--- config.mk ---
export PLATFORM = sky130hd
export DESIGN_NAME = my_cpu
export DESIGN_NICKNAME = d
export VERILOG_FILES = /design/src/rtl/my_cpu_pkg.sv /design/src/rtl/my_alu.sv /design/src/rtl/my_pc.sv /design/src/rtl/my_cpu.sv
export SDC_FILE = /design/constraint.sdc
export NUM_CORES = 1
export LEC_CHECK = 0
export CAP_MARGIN = 20
export CORE_AREA = 2 2 118 120
export DETAILED_ROUTE_END_ITERATION = 10
export DIE_AREA = 0 0 120 122
export PLACE_DENSITY = 0.57
export SLEW_MARGIN = 40
export SYNTH_ARGS = -nofsm -noshare
export SYNTH_HDL_FRONTEND = slang
export SYNTH_HIERARCHICAL = 1
export SYNTH_SLANG_ARGS = --single-unit
--- constraint.sdc ---
create_clock -name clk -period 13.8 [get_ports clk]
set_clock_uncertainty 0.2 [all_clocks]
set_input_delay 2.76 -clock clk [delete_from_list [all_inputs] [get_ports clk]]
set_output_delay 2.76 -clock clk [all_outputs]
set_load 0.005 [all_outputs]
--- src/rtl/my_cpu_pkg.sv ---
// Shared decode constants and the decoded C-instruction record for the Hack-style core.
package cpu_pkg;

    localparam int WIDTH  = 16;
    localparam int AWIDTH = 15;

    localparam int BIT_CI = 15;
    localparam int BIT_A  = 12;
    localparam int ALU_HI = 11;
    localparam int ALU_LO = 6;
    localparam int DST_HI = 5;
    localparam int DST_LO = 3;
    localparam int JMP_HI = 2;
    localparam int JMP_LO = 0;

    // alu = {zx, nx, zy, ny, f, no}; dst = {dA, dD, dM}; jmp = {jlt, jeq, jgt}
    typedef struct packed {
        logic       is_c;
        logic       a;
        logic [5:0] alu;
        logic [2:0] dst;
        logic [2:0] jmp;
    } cinstr_t;

endpackage

--- src/rtl/my_alu.sv ---
// Hack ALU: optional zero/negate of each operand, add or AND, optional output negate.
module my_alu #(
    parameter int WIDTH = 16
) (
    input  logic [WIDTH-1:0] i_x,
    input  logic [WIDTH-1:0] i_y,
    input  logic             i_zx,
    input  logic             i_nx,
    input  logic             i_zy,
    input  logic             i_ny,
    input  logic             i_f,
    input  logic             i_no,
    output logic [WIDTH-1:0] o_out,
    output logic             o_zr
);

    logic [WIDTH-1:0] w_x0, w_x1, w_y0, w_y1, w_f;

    always_comb begin
        w_x0  = i_zx ? '0 : i_x;
        w_x1  = i_nx ? ~w_x0 : w_x0;
        w_y0  = i_zy ? '0 : i_y;
        w_y1  = i_ny ? ~w_y0 : w_y0;
        w_f   = i_f ? (w_x1 + w_y1) : (w_x1 & w_y1);
        o_out = i_no ? ~w_f : w_f;
        o_zr  = (o_out == '0);
    end

endmodule

--- src/rtl/my_pc.sv ---
// Program counter: async active-low reset, priority load > increment > hold.
module my_pc #(
    parameter int                AWIDTH   = 15,
    parameter logic [AWIDTH-1:0] RESET_PC = '0
) (
    input  logic              clk,
    input  logic              rst_n,
    input  logic              i_load,
    input  logic              i_inc,
    input  logic [AWIDTH-1:0] i_d,
    output logic [AWIDTH-1:0] o_q
);

    logic [AWIDTH-1:0] r_q;

    always_ff @(posedge clk or negedge rst_n) begin
        if (!rst_n)
            r_q <= RESET_PC;
        else if (i_load)
            r_q <= i_d;
        else if (i_inc)
            r_q <= r_q + AWIDTH'(1);
    end

    assign o_q = r_q;

endmodule

--- src/rtl/my_cpu.sv ---
// Hack-style CPU core: decodes A/C instructions, drives my_alu, owns A, D and PC.
module my_cpu #(
    parameter int                WIDTH    = 16,
    parameter int                AWIDTH   = 15,
    parameter logic [AWIDTH-1:0] RESET_PC = '0
) (
    input  logic              clk,
    input  logic              rst_n,
    input  logic [WIDTH-1:0]  instruction,
    input  logic              instr_valid,
    input  logic [WIDTH-1:0]  in_m,
    output logic [WIDTH-1:0]  out_m,
    output logic              write_m,
    output logic [AWIDTH-1:0] address_m,
    output logic [AWIDTH-1:0] pc
);

    import cpu_pkg::*;

    logic [WIDTH-1:0] r_a, r_d;
    cinstr_t          w_dec;
    logic [WIDTH-1:0] w_y, w_alu_out;
    logic             w_zr, w_neg, w_pos, w_jump;
    logic             w_unused_bits;

    always_comb begin
        w_dec.is_c = instruction[BIT_CI];
        w_dec.a    = instruction[BIT_A];
        w_dec.alu  = instruction[ALU_HI:ALU_LO];
        w_dec.dst  = instruction[DST_HI:DST_LO];
        w_dec.jmp  = instruction[JMP_HI:JMP_LO];
    end

    assign w_unused_bits = ^instruction[14:13];
    assign w_y           = w_dec.a ? in_m : r_a;

    my_alu #(.WIDTH(WIDTH)) u_alu (
        .i_x   (r_d),
        .i_y   (w_y),
        .i_zx  (w_dec.alu[5]),
        .i_nx  (w_dec.alu[4]),
        .i_zy  (w_dec.alu[3]),
        .i_ny  (w_dec.alu[2]),
        .i_f   (w_dec.alu[1]),
        .i_no  (w_dec.alu[0]),
        .o_out (w_alu_out),
        .o_zr  (w_zr)
    );

    assign w_neg  = w_alu_out[WIDTH-1];
    assign w_pos  = !w_zr && !w_neg;
    assign w_jump = w_dec.is_c && ((w_dec.jmp[2] && w_neg) ||
                                   (w_dec.jmp[1] && w_zr)  ||
                                   (w_dec.jmp[0] && w_pos));

    // Jump target is the pre-update A, even when the same instruction writes A.
    my_pc #(.AWIDTH(AWIDTH), .RESET_PC(RESET_PC)) u_pc (
        .clk    (clk),
        .rst_n  (rst_n),
        .i_load (instr_valid && w_jump),
        .i_inc  (instr_valid && !w_jump),
        .i_d    (r_a[AWIDTH-1:0]),
        .o_q    (pc)
    );

    always_ff @(posedge clk or negedge rst_n) begin
        if (!rst_n) begin
            r_a <= '0;
            r_d <= '0;
        end else if (instr_valid) begin
            if (!w_dec.is_c)
                r_a <= instruction;
            else if (w_dec.dst[2])
                r_a <= w_alu_out;
            if (w_dec.is_c && w_dec.dst[1])
                r_d <= w_alu_out;
        end
    end

    assign out_m     = w_alu_out;
    assign write_m   = rst_n && instr_valid && w_dec.is_c && w_dec.dst[0];
    assign address_m = r_a[AWIDTH-1:0];

endmodule

==> metrics.txt <==
WP data required 10840 ps; CTS H-Tree Depth 2; die area 14600 sq um; maximum fanout along the worst path 18; min-delay src r_d[6]; placed inst area 5410 sq um; post-cts resize count 0; async set or reset register ratio after synthesis 100%; CP startpoint instruction[12]; Antenna Cells 0; Post-synth EDFFs 0; FILL cells 1345; Reg2Reg Setup Slack 7460 ps; Max-Cap Viols 0; Yosys warning total 6; FF+latch area 1180 sq um; syn_area_per_cell 9.49 sq um; unrepaired setup endpoints after global routing no; IO buf count 81; Die Span Y 122 um; final slew viol count 0; R2R Path End u_pc/o_q[12]; crit path time final 9990 ps; CTS tree done; RR Startpoint r_a[0]; DP Cell Count 714; CP endpoint kind output port; Final ANT Viol Nets 0; GP Congestion 0.856; initial antenna violation count 0; vias in the first global route 3713; total track usage 17.1%; PwrDens 190 nW/um^2; Static Leak 2.08 nW; DRC 0; gr ovfl total 0; footprint of the multi-input gates 3120 sq um; Post-CTS Setup Inserts 0; Fmax 100 MHz; Cell Rows 43; Initial Utilization 34.1%; Area Growth Syn to Fin 20.8%; I/O pin count 82; relative slew slack 57.4%; number of CTS-inserted buffers 5; Hold Crit Depth 1; post-route cell area 5560 sq um; Post-DP HPWL 9480 um; layout cell share with drive strength beyond 1 19.0%; sequential cell area fraction in the yosys report 25.6%; vias per std cell 5.14; Final Cycle Share 72.4%; Fin. Hold Viols 0; Placement Setup Slack 3830 ps; startpoint types primary input; cts hold-fix bufs 0; Clock transition at path regs 70 ps; Hold Path End r_d[6]; kind of critical path in2out; worst-case clock buffer depth 2; final WL 12400 um; Post-Route Setup TNS 0 ps; drt pass-1 iters 5; Syn Std Cell Area 4600 sq um; first-pass GRT wire length 20000 um; Synth Instances 485; Post-Syn Nets 538; Wirelength per Cell 17.1 um; clock latency on the worst-skew pair 290 ps; CTS sink cnt 47; Root Driver clkbuf_16; Worst IR Drop VDD 0.0643 mV; non-filler cells, final 722; top_reg_cell synth dfrtp_1; Crit path arrival time 7030 ps; post-route worst setup slack 3810 ps; Reg2Reg Depth 20; Layout Nets 594; status finished clean; Final Setup Violations 0; die width 120 um; largest net degree at the start of global routing 49; HP Class reg2reg; initial drt markers 229; worst-margin pin slew 637 ps; FF+latch count, synth 47; placeable core area 13500 sq um; library cells used by synthesis 69; via count 3713
==> flip-flops by register name, summed over array words and instances, names as in the netlist <==
| name | flops |
|---|---|
| r_d | 16 |
| r_a | 16 |
| u_pc/o_q | 15 |
==> kinds of logic (layout without fill, tap and decap cells) <==
kind of cell	count (synthesis)	in the layout	share of synthesized area, %
AOI/OAI and AO/OA	88	88	13.0
DFF	47	47	25.6
muxes	68	68	17.8
adders and majority gates	18	18	5.06
buffers and inverters	49	106	6.72
and+or+nand+nor	151	151	19.7
xor gates and xnor gates	64	64	12.2
==> metrics by stage <==
step,utilization (%),power [mW],hold slack (ps)
after floorplan,-,0.693,280
final,41.2,1.06,311
after detailed placement,40.0,0.928,297
after global routing,41.2,1.14,328
after CTS,41.2,1.06,313
after global placement,40.1,0.924,289
==> placed cells by master, fill, tap and decap left out, types with 2 or more instances in the layout <==
| master | synthesis | layout |
|---|---|---|
| or3_1 | 2 | 2 |
| xor2_1 | 7 | 7 |
| and2_1 | 2 | 2 |
| nand3_1 | 10 | 10 |
| o311ai_0 | 3 | 3 |
| nand4_1 | 5 | 5 |
| or3_2 | 2 | 2 |
| o31ai_1 | 3 | 3 |
| dfrtp_1 | 47 | 47 |
| buf_2 | 2 | 3 |
| or4b_1 | 2 | 2 |
| or4_4 | 2 | 2 |
| nand4b_1 | 2 | 2 |
| a31oi_1 | 6 | 6 |
| inv_1 | 10 | 10 |
| buf_4 | 18 | 6 |
| ha_1 | 17 | 17 |
| a211oi_1 | 2 | 2 |
| nor2b_1 | 5 | 5 |
| clkbuf_16 | 0 | 5 |
| mux2i_1 | 6 | 6 |
| nor3_1 | 10 | 10 |
| mux2_2 | 46 | 46 |
| o21a_1 | 2 | 2 |
| o21ai_1 | 7 | 7 |
| clkdlybuf4s50_1 | 0 | 78 |
| nand2b_1 | 38 | 38 |
| o2111ai_1 | 2 | 2 |
| o21ai_0 | 22 | 22 |
| nor2_1 | 17 | 17 |
| mux2_4 | 16 | 16 |
| and2_2 | 2 | 2 |
| xnor2_1 | 57 | 57 |
| nand2_1 | 36 | 36 |
| a21o_1 | 3 | 3 |
| a21oi_1 | 17 | 17 |
| nor4_2 | 7 | 7 |
| o211ai_1 | 4 | 4 |
==> per-layer routing <==
layer  vias up  track usage (%)  wire (um)
met5         -                0          0
met1      1774             23.7       5820
met2        98             28.2       5870
li1       1825                -          -
met4         0             5.00        256
met3        16             1.83        427
==> synthesized netlist by cell type (4+ instances only) <==
library cell	n	area, sq um
dfrtp_1	47	1180
nand3_1	10	50.1
inv_1	10	37.5
nand2_1	36	135
xnor2_1	57	499
mux2_2	46	518
a21oi_1	17	85.1
o21ai_1	7	35.0
nand4_1	5	31.3
buf_4	18	135
mux2_4	16	240
clkbuf_1	11	41.3
nor3_1	10	50.1
a31oi_1	6	37.5
nor4_2	7	87.6
nor2b_1	5	31.3
mux2i_1	6	60.1
o211ai_1	4	30.0
ha_1	17	213
nand2b_1	38	238
o21ai_0	22	110
xor2_1	7	61.3
nor2_1	17	63.8
==> worst max-delay path: stages <==
cell	delay, ps
clkdlybuf4s50_1	450
buf_4	230
mux2_2	360
nand2b_1	90
xnor2_1	80
ha_1	260
fa_1	470
a211oi_4	330
o21ai_0	180
a21oi_1	200
o311ai_0	160
or3_2	470
a31oi_1	210
xnor2_1	220
clkdlybuf4s50_1	570
==> worst max path at each step <==
stage               slack, ps   endpoint
global route             3610  out_m[14]
detailed placement       3830  out_m[14]
CTS                      3780  out_m[14]
global placement         3880  out_m[14]
finish                   3810  out_m[14]
floorplan                4980  out_m[14]
==> where the power goes <==
part	leakage, nW	internal [mW]	switching, mW
logic	1.45	0.347	0.311
registers	0.561	0.202	0.0697
clock network	0.0731	0.0724	0.0539
total	2.08	0.621	0.435
==> area by class of cell <==
| cell class | count | share of cell area (%) |
|---|---|---|
| clock buffers | 6 | 2.50 |
| clock inverters | 2 | 0.293 |
| inverters | 11 | 0.788 |
| multi-input cells | 389 | 56.1 |
| flip-flops and latches | 47 | 21.2 |
| well taps | 180 | 4.05 |
| repair buffers | 87 | 15.1 |
(Power assumes the default switching activity.)
